## src/rtl/af_relay_ctrl_if.sv

```systemverilog
// Port bundle for af_relay_ctrl: quality-sample input side and relay-decision output side.
// q_valid has no ready partner: the controller accepts q_in on every enabled cycle where q_valid is 1.
interface af_relay_ctrl_if;
  logic       ena;
  logic       q_valid;
  logic [7:0] q_in;
  logic       force_direct;
  logic       relay_on;
  logic [1:0] mode;
  logic [7:0] q_avg;
  logic       switch_pulse;

  modport master (
    output ena, q_valid, q_in, force_direct,
    input  relay_on, mode, q_avg, switch_pulse
  );

  modport slave (
    input  ena, q_valid, q_in, force_direct,
    output relay_on, mode, q_avg, switch_pulse
  );
endinterface

```

## src/rtl/af_relay_ctrl.sv

```systemverilog
// AF relay decision controller: averaged link quality, hysteresis thresholds and dwell timing.
// Build option AF_RELAY_EMA_EN enables the EMA filter; otherwise q_avg tracks the latest sample.
module af_relay_ctrl #(
  parameter int HI_TH     = 144,
  parameter int LO_TH     = 112,
  parameter int DWELL     = 16,
  parameter int AVG_SHIFT = 2
) (
  input  logic           clk,
  input  logic           rst_n,
  af_relay_ctrl_if.slave bus
);

  localparam int              CW       = (DWELL > 1) ? $clog2(DWELL) : 1;
  localparam logic [7:0]      HI       = 8'(HI_TH);
  localparam logic [7:0]      LO       = 8'(LO_TH);
  localparam logic [CW-1:0]   CNT_LAST = CW'(DWELL - 1);

  if (AVG_SHIFT < 0 || AVG_SHIFT > 7 || LO_TH > HI_TH || DWELL < 1 || DWELL > 256) begin : g_bad_params
    $error("af_relay_ctrl: parameter out of range");
  end

  // State codes double as the mode output.
  typedef enum logic [1:0] {
    S_DIRECT  = 2'b00,
    S_ARM     = 2'b10,
    S_AF      = 2'b01,
    S_RELEASE = 2'b11
  } state_t;

  state_t        state;
  logic [CW-1:0] cnt;
  logic [7:0]    avg;
  logic [7:0]    avg_next;
  logic          relay_on_q;
  logic          pulse_q;

`ifdef AF_RELAY_EMA_EN
  logic signed [8:0] diff;
  logic signed [8:0] step;

  // Floor rounding of the arithmetic shift keeps avg inside 0..255 without saturation.
  always_comb begin
    diff     = $signed({1'b0, bus.q_in}) - $signed({1'b0, avg});
    step     = diff >>> AVG_SHIFT;
    avg_next = 8'($signed({1'b0, avg}) + step);
  end
`else
  always_comb begin
    avg_next = bus.q_in;
  end
`endif

  always_ff @(posedge clk or negedge rst_n) begin
    if (!rst_n) begin
      state      <= S_DIRECT;
      cnt        <= '0;
      avg        <= '0;
      relay_on_q <= 1'b0;
      pulse_q    <= 1'b0;
    end else if (!bus.ena) begin
      pulse_q <= 1'b0;
    end else begin
      pulse_q <= 1'b0;
      if (bus.q_valid) avg <= avg_next;
      // Decisions below use avg as it stood before this edge.
      if (bus.force_direct) begin
        state      <= S_DIRECT;
        cnt        <= '0;
        relay_on_q <= 1'b0;
        pulse_q    <= relay_on_q;
      end else begin
        case (state)
          S_DIRECT: begin
            if (avg >= HI) begin
              state <= S_ARM;
              cnt   <= '0;
            end
          end
          S_ARM: begin
            if (avg < HI) begin
              state <= S_DIRECT;
              cnt   <= '0;
            end else if (cnt == CNT_LAST) begin
              state      <= S_AF;
              cnt        <= '0;
              relay_on_q <= 1'b1;
              pulse_q    <= 1'b1;
            end else begin
              cnt <= cnt + 1'b1;
            end
          end
          S_AF: begin
            if (avg < LO) begin
              state <= S_RELEASE;
              cnt   <= '0;
            end
          end
          S_RELEASE: begin
            if (avg >= LO) begin
              state <= S_AF;
              cnt   <= '0;
            end else if (cnt == CNT_LAST) begin
              state      <= S_DIRECT;
              cnt        <= '0;
              relay_on_q <= 1'b0;
              pulse_q    <= 1'b1;
            end else begin
              cnt <= cnt + 1'b1;
            end
          end
          default: begin
            state      <= S_DIRECT;
            cnt        <= '0;
            relay_on_q <= 1'b0;
          end
        endcase
      end
    end
  end

  assign bus.mode         = state;
  assign bus.relay_on     = relay_on_q;
  assign bus.q_avg        = avg;
  assign bus.switch_pulse = pulse_q;

endmodule

```

## src/flat_wrapper.sv

```systemverilog
// flat-port wrapper written by rule: the top's interface ports become plain ports
module af_relay_ctrl_flat 
#(
  parameter int HI_TH     = 144,
  parameter int LO_TH     = 112,
  parameter int DWELL     = 16,
  parameter int AVG_SHIFT = 2
)
  (clk, rst_n, bus_ena, bus_q_valid, bus_q_in, bus_force_direct, bus_relay_on, bus_mode, bus_q_avg, bus_switch_pulse);
  af_relay_ctrl_if bus_i ();
  input  logic clk;
  input  logic rst_n;
  input wire logic [$bits(bus_i.ena)-1:0] bus_ena;
  input wire logic [$bits(bus_i.q_valid)-1:0] bus_q_valid;
  input wire logic [$bits(bus_i.q_in)-1:0] bus_q_in;
  input wire logic [$bits(bus_i.force_direct)-1:0] bus_force_direct;
  output wire logic [$bits(bus_i.relay_on)-1:0] bus_relay_on;
  output wire logic [$bits(bus_i.mode)-1:0] bus_mode;
  output wire logic [$bits(bus_i.q_avg)-1:0] bus_q_avg;
  output wire logic [$bits(bus_i.switch_pulse)-1:0] bus_switch_pulse;
  assign bus_i.ena = bus_ena;
  assign bus_i.q_valid = bus_q_valid;
  assign bus_i.q_in = bus_q_in;
  assign bus_i.force_direct = bus_force_direct;
  assign bus_relay_on = bus_i.relay_on;
  assign bus_mode = bus_i.mode;
  assign bus_q_avg = bus_i.q_avg;
  assign bus_switch_pulse = bus_i.switch_pulse;
  af_relay_ctrl #(.HI_TH(HI_TH), .LO_TH(LO_TH), .DWELL(DWELL), .AVG_SHIFT(AVG_SHIFT)) u_core (.clk(clk), .rst_n(rst_n), .bus(bus_i));
endmodule
```

## config.mk

```make
export PLATFORM = sky130hd
export DESIGN_NAME = af_relay_ctrl_flat
export DESIGN_NICKNAME = d
export VERILOG_FILES = /design/src/rtl/af_relay_ctrl_if.sv /design/src/rtl/af_relay_ctrl.sv /design/src/flat_wrapper.sv
export SDC_FILE = /design/constraint.sdc
export NUM_CORES = 1
export LEC_CHECK = 0
export BUFFER_PORTS_ARGS = -buffer_cell sky130_fd_sc_hd__buf_2
export CAP_MARGIN = 20
export CORE_MARGIN = 2
export CORE_UTILIZATION = 49
export CTS_CLUSTER_DIAMETER = 150
export DETAILED_ROUTE_END_ITERATION = 8
export PLACE_DENSITY_LB_ADDON = 0.15
export SLEW_MARGIN = 40
export SYNTH_ARGS = -nofsm -noshare
export SYNTH_HDL_FRONTEND = slang
export SYNTH_SLANG_ARGS = --single-unit
```

## constraint.sdc

```tcl
create_clock -name clk -period 1.8 [get_ports clk]
set_input_delay 0.27 -clock clk [delete_from_list [all_inputs] [get_ports clk]]
set_output_delay 0.27 -clock clk [all_outputs]
set_load 0.05 [all_outputs]
```

After elaboration in Yosys (flattened, before gate mapping) --
Index checks and enable logic that the tools add are counted.
Operators by class: equal/unequal tests 12, reductions and logical operators 6, order comparisons 4, multiplexer cells 27, add/sub/neg operators 1
Operators by type and width (count):
- $mux 4 | 6
- $pmux 4 s4 | 1
- $mux 2 | 7
- $ne 3x2->1 const B | 4
- $mux 1 | 10
- $ge 8x7->1 const B | 1
- $ge 8x8->1 const B | 1
- $lt 8x7->1 const B | 1
- $lt 8x8->1 const B | 1
- $ne 4x2->1 const B | 2
- $pmux 2 s4 | 1
- $ne 3x3->1 const B | 2
- $reduce_and 6->1 | 1
- $reduce_and 5->1 | 1
- $add 4x1->4 const B | 1
- $eq 2x2->1 const B | 2
- $eq 4x4->1 const B | 1
- $pmux 1 s2 | 2
- $reduce_and 3->1 | 1
- $reduce_bool 3->1 | 1
- $eq 2x1->1 const B | 1
- $logic_not 2->1 | 1
- $reduce_and 2->1 | 1
Storage, ports and cells: flip-flop bits (word level) 16

Longest topological paths before layout --
Gate-level depths: netlist of the first run.
depth in word-level cells 6, depth in mapped cells 5

Least setup slack after synthesis of the first run --
No wires, ideal clock.
path type reg2reg, start point register u_core.state[1], in the netlist u_core.bus.mode[1], end point register u_core.relay_on_q, in the netlist u_core.bus.relay_on, stages on the path, launching flop included 6, library setup time 0.126 ns, data arrival time 1.610 ns, period minus slack after synthesis 1.736 ns, slack 0.064 ns, data required time 1.674 ns, cells stage by stage dfrtp_1 buf_2 nand4_1 nor3_1 nand2_1 a311o_1
On the way: longest elaborated chain between the ends 3, elaborated cells between the ends (all ways) 10, classes of those cells eq/ne (6); mux (2); reduce/logical (2)
RTL lines:
- start: declaration | RTL line af_relay_ctrl.sv:31 | state_t state;
- start signal: assignment | RTL line af_relay_ctrl.sv:56 | state <= S_DIRECT;
- start signal: assignment | RTL line af_relay_ctrl.sv:68 | state <= S_DIRECT;
- start signal: assignment | RTL line af_relay_ctrl.sv:76 | state <= S_ARM;
- $eq 2x2->1 | RTL line af_relay_ctrl.sv:73 | case (state)
- $ne 3x2->1 (no source line) (tied with other cells)
- $reduce_and 6->1 (no source line) or $mux 1 (tied branches)
- end signal: assignment | RTL line af_relay_ctrl.sv:70 | relay_on_q <= 1'b0;
- end signal: assignment | RTL line af_relay_ctrl.sv:87 | relay_on_q <= 1'b1;
- end signal: assignment | RTL line af_relay_ctrl.sv:106 | relay_on_q <= 1'b0;
- end: declaration | RTL line af_relay_ctrl.sv:35 | logic relay_on_q;
Parallel ways exist; a longest one is shown, timed or not. A chain may end at the register's enable or synchronous reset.

Worst setup path in the final report of the first run --
start point register u_core.cnt[0], end point register u_core.relay_on_q, in the netlist u_core.bus.relay_on
On the way: longest elaborated chain between the ends 3, elaborated cells between the ends (all ways) 4, classes of those cells eq/ne (3); reduce/logical (1)
RTL lines:
- start: declaration | RTL line af_relay_ctrl.sv:32 | logic [CW-1:0] cnt;
- start signal: assignment | RTL line af_relay_ctrl.sv:90 | cnt <= cnt + 1'b1;
- start signal: assignment | RTL line af_relay_ctrl.sv:109 | cnt <= cnt + 1'b1;
- $eq 4x4->1 (*) | RTL line af_relay_ctrl.sv:84, af_relay_ctrl.sv:103
- $ne 3x2->1 (no source line)
- $reduce_and 6->1 (no source line) (*)
- end signal: assignment | RTL line af_relay_ctrl.sv:87
- end signal: assignment | RTL line af_relay_ctrl.sv:106
- end signal: assignment | RTL line af_relay_ctrl.sv:115 | relay_on_q <= 1'b0;
Mark *: on every way between the ends. The rest lies on a longest branch, timed or not.

==> metrics.yaml, run 1 <==
synthTopCellsByArea: "dfrtp_1 48%, mux2_2 11%, o2bb2ai_4 3.3%"
synthFlopType: "dfrtp_1"
fp.dieH_um: 45.4
rows: 14
yosysMostFrequentCell: "dfrtp_1"
root_buffer: "clkbuf_4"
min_period_ps: 1580
start_util_pct: 53.8
postSynthCellCount: 75
leakage_uw: 0.000476
powerDensity_mw_per_mm2: 943
grt_max_degree: 17
track_usage_pct: 18.4
core_mm2: 0.00156
hold_path.class: "input pin to register"
yosysTopAreaCellShare_pct: 47.8
fp.dieArea_mm2: 0.00206
clk_path_buf_depth: 2
slew_viol_final: 0
ant_nets: 0
nNetsFinal: 118
via_count: 686
clock_latency_ps: 280
max-slew-margin-rel_pct: 76.4
numPortBuffers: 24
drc: 0
cp-end-kind: "register"
syn_area_per_cell_um2: 11.2
fin_area_mm2: 0.00102
status: "completed"
hold_violations: 0
cts_tree: "built"
dr.pass1.iters: 4
peakVddDrop_uv: 591
yosysSeqAreaShare_pct: 47.8
fmax_mhz: 632
crit_fanout: 5
ys_ff_latch: 16
clk_pin_slew_ps: 90
rsz0062_at_grt: "no"
drv_cap: 0
grt.overflow.total: 0
dp_cells: 113
dieWidth_um: 45.4
yosys-top-cells-count: "16 x dfrtp_1, 8 x mux2_2, 5 x inv_1, 5 x nand2_1, 4 x nand2b_1"
ios: 25
required_ps: 1970
crit_arrival_ps: 1760
setup_viol: 0
yosysTopAreaCell: "dfrtp_1"
crit_path_start_kind: "register"
syn-num-nets: 89
avgRoutedWirePerCell_um: 14.0
ys_types: 32
wl_mm: 1.67
placed_area_um2: 966
cts_buffers: 3
worst_pin_slew_ps: 355
place_congestion: 0.909
drive_above_1_share_pct: 42.7
critPathKind: "register to register"
grt_pass1_vias: 647
fillers: 120
cts_htree_levels: 1
synth-edff-count: 0
netlist_area_um2: 838
fin_util_pct: 65.7
cts_num_sinks: 16
drtIter0Drc: 25
fin_cells: 119
area_delta_synth_final_pct: 22.2
antenna_found_initial: 0
grt_pass1_wl_mm: 2.73
async_reset_ff_share_pct: 100
viasPerCell: 5.76
clock_skew_ps: 4.24
ys.warnings.count: 0
antenna_cells: 0
dp.final_hpwl_mm: 1.20
min_period_over_period_pct: 87.8
tns_ps: 0
## final timing paths
| kind | startpoint | endpoint | slack [ps] | depth (start not counted) |
|---|---|---|---|---|
| worst max-delay path | u_core.cnt[0] | u_core.bus.relay_on | 220 | 5 |
| worst min-delay path | bus_q_in[7] | u_core.bus.q_avg[7] | 210 | 2 |
| worst max register to register | u_core.cnt[0] | u_core.bus.relay_on | 220 | 5 |
| worst min register to register | u_core.bus.q_avg[3] | u_core.bus.q_avg[3] | 510 | 1 |
| max in group asynchronous | rst_n | u_core.bus.q_avg[4] | 1120 | 2 |
| min in group asynchronous | rst_n | u_core.cnt[3] | 420 | 2 |
## metrics by stage
stage          power, uW  hold slack (ps)  setup slack [ps]
2_1_floorplan        663            -25.6              63.7
3_3_place_gp         732              203               288
3_5_place_dp         738              199               193
4_1_cts              973              209               130
5_1_grt             1010              201              52.2
6_report             966              214               219
## routing by layer
metal	global-route usage, %	part of all wire, %
met1	22.5	43
met5	0	0
met2	31.7	50
met3	3.60	6.0
met4	7.06	0.78
## worst max-delay path, cell delays in order, from the launching register on
cell and delay [ps]:
dfrtp_1 420, ha_1 260, nand4_1 200, nor3_2 190, nand2_1 70, a311o_1 340
## sequential cells by signal, summed over array words and instances, names as in the netlist
signal,flops
u_core.bus.q_avg,8
u_core.cnt,4
u_core.bus.mode,2
u_core.bus.relay_on,1
u_core.bus.switch_pulse,1
## placed cells by master (no fill, tap or decap), types with 2 or more instances in the layout
master,n
a21oi_1,2
buf_2,24
clkbuf_4,3
dfrtp_1,16
inv_1,5
mux2_2,8
nand2_1,5
nand2b_1,4
nand3_1,3
nand4_1,2
nor2_1,2
nor2b_1,3
o21ai_0,3
## power by group
group	switching, uW	total (uW)	internal [uW]
sequential	33.0	429	396
clock	111	234	123
combinational	202	304	102
## layout make-up
class                   instances  area (um2)  area share [%]
inverters                       5        18.8            1.83
flip-flops and latches         16         400            39.1
repair buffers                 26         138            13.4
multi-input cells              52         412            40.2
clock buffers                   4        36.3            3.54
well taps                      16        20.0            1.95
## cell families (layout without fill, tap and decap cells)
group / Yosys count / after routing / synth area share, %
buffers and inverters: 7 / 35 / 3.73
flip-flops: 16 / 16 / 47.8
AO/OA/AOI/OAI: 15 / 15 / 15.5
adder cells (fa/ha/maj): 1 / 1 / 1.49
AND/OR/NAND/NOR: 26 / 26 / 17.8
multiplexers: 10 / 10 / 13.7
## what timing repair did
action	4_1_cts	5_1_grt
hold endpoints to repair	16	0
resized for setup	0	1
setup endpoints to repair	0	1
hold buffers	1	0
setup buffers	0	1
Power figures use the tool's default switching activity.
==> run 2: changes to the inputs <==
Clock period 1.8 ns to 1.5 ns, I/O delays scaled along.
==> run 2 against run 1 <==
Setup slack lost 210 ps; clock skew shrank 1.5 ps; global-route usage grew 0.68 points; final cell count grew 5.9%; critical path type unchanged; largest cell class unchanged.
==> metrics.yaml, run 2 (synthesis results as in run 1) <==
final_common_cell: "buf_2"
viasPerCell: 5.67  # -1.6%
setup_ws_ps: 10.2  # -209 ps
regToRegEndpoint: "u_core.cnt[3]"
rows: 14  # unchanged
start_util_pct: 53.8  # unchanged
largest_reg_flops: 8  # unchanged
worst_pin_slew_ps: 360  # +5.03 ps
dieWidth_um: 45.4  # unchanged
fin_util_pct: 69.3  # +3.5 points
hold_violations: 0  # unchanged
crit_family: "flip-flops"
critPathKind: "register to register"
tns_ps: 0  # unchanged
antenna_cells: 0  # unchanged
crit_fanout: 6  # +1
cp_slowest_cell: "dfrtp_2"
pre_cts_slack_ps: -23.4  # -216 ps
drv_cap: 0  # unchanged
wl_mm: 1.75  # +5.0%
clk_path_buf_depth: 2  # unchanged
status: "completed"
cts_num_sinks: 16  # unchanged
r2r-start: "u_core.bus.q_avg[4]"
worstSetupStartpoint: "u_core.bus.q_avg[4]"
drc: 0  # unchanged
avgRoutedWirePerCell_um: 13.9  # -0.85%
clk_pin_slew_ps: 90  # about the same
leakage_uw: 0.000498  # +4.6%
grt_pass1_wl_mm: 2.77  # +1.2%
peakVddDrop_uv: 731  # +24%
ant_nets: 0  # unchanged
grt.overflow.total: 0  # unchanged
crit_arrival_ps: 1690  # -70 ps
ff2ff_path_depth: 4  # -1
antenna_found_initial: 0  # unchanged
cp-end-kind: "register"
nNetsFinal: 125  # +5.9%
clock_skew_ps: 2.74  # -1.50 ps
required_ps: 1700  # -270 ps
worst-path-stages: 4  # -1
cts_tree: "built"
slew_viol_final: 0  # unchanged
min_period_ps: 1490  # -91.2 ps
crit_end: "u_core.cnt[3]"
dr.pass1.iters: 4  # unchanged
fp.dieH_um: 45.4  # unchanged
root_buffer: "clkbuf_4"
power.total_uw: 1140  # +18%
ios: 25  # unchanged
hold_path.class: "input pin to register"
dp.final_hpwl_mm: 1.36  # +13%
cts_buffers: 3  # unchanged
max-slew-margin-rel_pct: 76.0  # -0.34 points
slowest_delay_ps: 420  # about the same
via_count: 715  # +4.2%
drive_above_1_share_pct: 51.8  # +9.1 points
cts_htree_levels: 1  # unchanged
min_period_over_period_pct: 99.3  # +11 points
setup_viol: 0  # unchanged
area_delta_synth_final_pct: 28.8
final_cell_mix: "24 x buf_2, 11 x dfrtp_1, 8 x mux2_2, 8 x buf_4"
grt_pass1_vias: 674  # +4.2%
grt_max_degree: 17  # unchanged
fmax_mhz: 671  # +6.1%
drtIter0Drc: 23  # -8.0%
crit_chain: "or3_4 > o2bb2ai_4 > mux2_4 > o221ai_2"
track_usage_pct: 19.1  # +0.68 points
clock_latency_ps: 270  # about the same
core_mm2: 0.00156  # unchanged
fin_hold_ws_ps: 171  # -43.1 ps
rsz0062_at_grt: "yes"
place_congestion: 0.849  # -6.5%
numPortBuffers: 24  # unchanged
worst-path-buf-inv: 0  # unchanged
powerDensity_mw_per_mm2: 1060  # +12%
fp.dieArea_mm2: 0.00206  # unchanged
reg2reg_slack_ps: 10  # -210 ps
crit_path_start_kind: "register"
[run 2: cell count changes in the layout (fill, tap and decap cells not counted)]
| cell | previous run | this run |
|---|---|---|
| clkbuf_1 | 0 | 1 |
| ha_2 | 0 | 1 |
| o21ai_1 | 1 | 0 |
| dfrtp_1 | 16 | 11 |
| dfrtp_2 | 0 | 5 |
| o21ai_2 | 0 | 1 |
| ha_1 | 1 | 0 |
| buf_4 | 1 | 8 |
| clkbuf_8 | 1 | 0 |
[run 2: worst min path at each step]
stage                     depth (start not counted)  slack [ps]                   to   startpoint
after floorplan                                   0         -70   u_core.bus.mode[0]        rst_n
after global routing                              2         160  u_core.bus.q_avg[0]  bus_q_in[0]
after detailed placement                          1         160        u_core.cnt[1]        rst_n
final                                             2         170  u_core.bus.q_avg[4]  bus_q_in[4]
after global placement                            1         150        u_core.cnt[1]        rst_n
after CTS                                         2         170  u_core.bus.q_avg[4]  bus_q_in[4]
[run 2: power breakdown]
part	internal, uW	leakage [uW]	switching, uW
Sequential	479	0.000199	31.7
Clock	103	0.0000150	125
Combinational	147	0.000284	257
[run 2: area by class of cell]
cell class	count	area, um2
Fill cell	128	479
Inverter	5	18.8
Tap cell	16	20.0
Clock buffer	4	26.3
Timing Repair Buffer	33	190
Multi-Input combinational cell	52	418
Sequential cell	16	407
[run 2: repair_timing]
action / CTS / global route
pin swaps: 0 / 5
setup endpoints to repair: 2 / 5
gates resized for setup: 1 / 2
hold endpoints to repair: 16 / 0
hold buffers: 1 / 0
buffers inserted: 1 / 1
[run 2: per-layer routing]
layer / share of wire, % / routed length [um] / global-route usage, %
met5: 0 / 0 / 0
met4: 1.5 / 27 / 11.8
met3: 4.7 / 83 / 2.40
met2: 51 / 887 / 31.1
met1: 43 / 750 / 23.9
[run 2: metrics by stage]
stage	instance area (um2)	instances
final	1080	126
after global routing	1080	126
after CTS	1070	125
after detailed placement	1020	119
after global placement	1020	119
after floorplan	845	75
[run 2: worst register-to-register path: stages, from the launching register on]
cell and delay (ps):
dfrtp_2 420, or3_4 400, o2bb2ai_4 160, mux2_4 310, o221ai_2 120
==> run 3: changes to the inputs <==
Settings changed: RECOVER_POWER from default to 50.
==> run 3 against run 2 <==
First-iteration DRC count stayed put; setup slack is the same; global-route usage stayed put; clock-buffer cell count did not move; worst hold slack stayed put; fmax unchanged; total power about the same; utilization decreased by 0.080 points; clock power barely moved.
==> metrics.yaml, run 3 (synthesis results as in run 1) <==
status: "completed"
crit_fanout: 6  # unchanged
dp.final_hpwl_mm: 1.36  # unchanged
hold_violations: 0  # unchanged
cp-end-kind: "register"
dieWidth_um: 45.4  # unchanged
min_period_over_period_pct: 99.3  # unchanged
numPortBuffers: 24  # unchanged
fillers: 129  # +0.78%
viasPerCell: 5.67  # unchanged
drtIter0Drc: 23  # unchanged
worst_pin_slew_ps: 860  # +500 ps
clock_skew_ps: 2.74  # unchanged
start_util_pct: 53.8  # unchanged
clk_pin_slew_ps: 90  # about the same
powerDensity_mw_per_mm2: 1060  # about the same
leakage_uw: 0.000495  # -0.55%
cts_htree_levels: 1  # unchanged
via_count: 715  # unchanged
max-slew-margin-rel_pct: 42.7  # -33 points
slew_viol_final: 0  # unchanged
wl_mm: 1.75  # -0.11%
drc: 0  # unchanged
dp_cells: 119  # unchanged
hold_path.class: "input pin to register"
peakVddDrop_uv: 731  # about the same
nNetsFinal: 125  # unchanged
drive_above_1_share_pct: 50.9  # -0.91 points
required_ps: 1700  # about the same
fin_cells: 126  # unchanged
clk_path_buf_depth: 2  # unchanged
core_mm2: 0.00156  # unchanged
rsz0062_at_grt: "yes"
rows: 14  # unchanged
setup_viol: 0  # unchanged
tns_ps: 0  # unchanged
fp.dieArea_mm2: 0.00206  # unchanged
crit_path_start_kind: "register"
crit_arrival_ps: 1690  # about the same
grt_pass1_wl_mm: 2.77  # unchanged
cts_num_sinks: 16  # unchanged
grt.overflow.total: 0  # unchanged
fmax_mhz: 671  # unchanged
antenna_cells: 0  # unchanged
cts_buffers: 3  # unchanged
dr.pass1.iters: 4  # unchanged
min_period_ps: 1490  # unchanged
place_congestion: 0.849  # unchanged
final_common_cell: "buf_2"
ant_nets: 0  # unchanged
grt_pass1_vias: 674  # unchanged
track_usage_pct: 19.1  # unchanged
antenna_found_initial: 0  # unchanged
critPathKind: "register to register"
root_buffer: "clkbuf_4"
avgRoutedWirePerCell_um: 13.9  # -0.11%
final_cell_mix: "23 x buf_2, 11 x dfrtp_1, 8 x mux2_2, 8 x buf_4"
reg2reg_slack_ps: 10  # about the same
grt_max_degree: 17  # unchanged
ios: 25  # unchanged
fp.dieH_um: 45.4  # unchanged
largest_reg_flops: 8  # unchanged
drv_cap: 0  # unchanged
cts_tree: "built"
clock_latency_ps: 270  # about the same
area_delta_synth_final_pct: 28.7
==> run 3: cell type report <==
cell class / count / area, um2 / share of cell area (%)
Multi-Input combinational cell: 52 / 418 / 38.7
Tap cell: 16 / 20.0 / 1.86
Inverter: 5 / 18.8 / 1.74
Timing Repair Buffer: 33 / 189 / 17.5
Clock buffer: 4 / 26.3 / 2.44
Sequential cell: 16 / 407 / 37.7
==> run 3: worst max-delay path: stages (launching register included) <==
cell,delay [ps]
dfrtp_2,420
or3_4,400
o2bb2ai_4,160
mux2_4,310
o221ai_2,120
==> run 3: final timing paths <==
path / start / end / cells past startpoint
worst max-delay path: u_core.bus.q_avg[4] / u_core.cnt[3] / 4
worst min-delay path: bus_q_in[4] / u_core.bus.q_avg[4] / 2
worst max register to register: u_core.bus.q_avg[4] / u_core.cnt[3] / 4
worst min register to register: u_core.bus.q_avg[1] / u_core.bus.q_avg[1] / 1
max in group asynchronous: rst_n / u_core.bus.q_avg[6] / 2
min in group asynchronous: rst_n / u_core.cnt[1] / 2
==> run 3: repair_timing <==
action | CTS | global route
setup buffers | 1 | 1
gates resized for setup | 1 | 2
hold endpoints to repair | 16 | 0
endpoints found under the setup margin | 2 | 5
pin swaps | 0 | 5
hold buffers | 1 | 0
cloned | 0 | 0
==> run 3: routing by layer <==
metal	up-vias	global-route usage, %	share of wire, %	wire [um]
li1	343	-	-	-
met1	340	23.9	43	748
met2	28	31.1	51	888
met3	4	2.40	4.8	83
met4	0	11.8	1.5	27
met5	-	0	0	0
==> run 3: power by group <==
part	switching (uW)	total, uW	internal (uW)
combinational	257	403	147
sequential	31.7	510	479
clock	125	228	103
total	413	1140	728
==> run 3: through the flow <==
step | util, % | hold slack (ps) | setup WS (ps) | instance area [um2] | power (uW)
6_report | 69.2 | 171 | 10.2 | 1080 | 1140
5_1_grt | 69.2 | 160 | -84.3 | 1080 | 1200
4_1_cts | 68.4 | 165 | 12.9 | 1070 | 1150
3_5_place_dp | 65.2 | 159 | -23.4 | 1020 | 907
3_3_place_gp | 65.2 | 155 | 45.3 | 1020 | 896
2_1_floorplan | - | -70.6 | -97.6 | 845 | 799
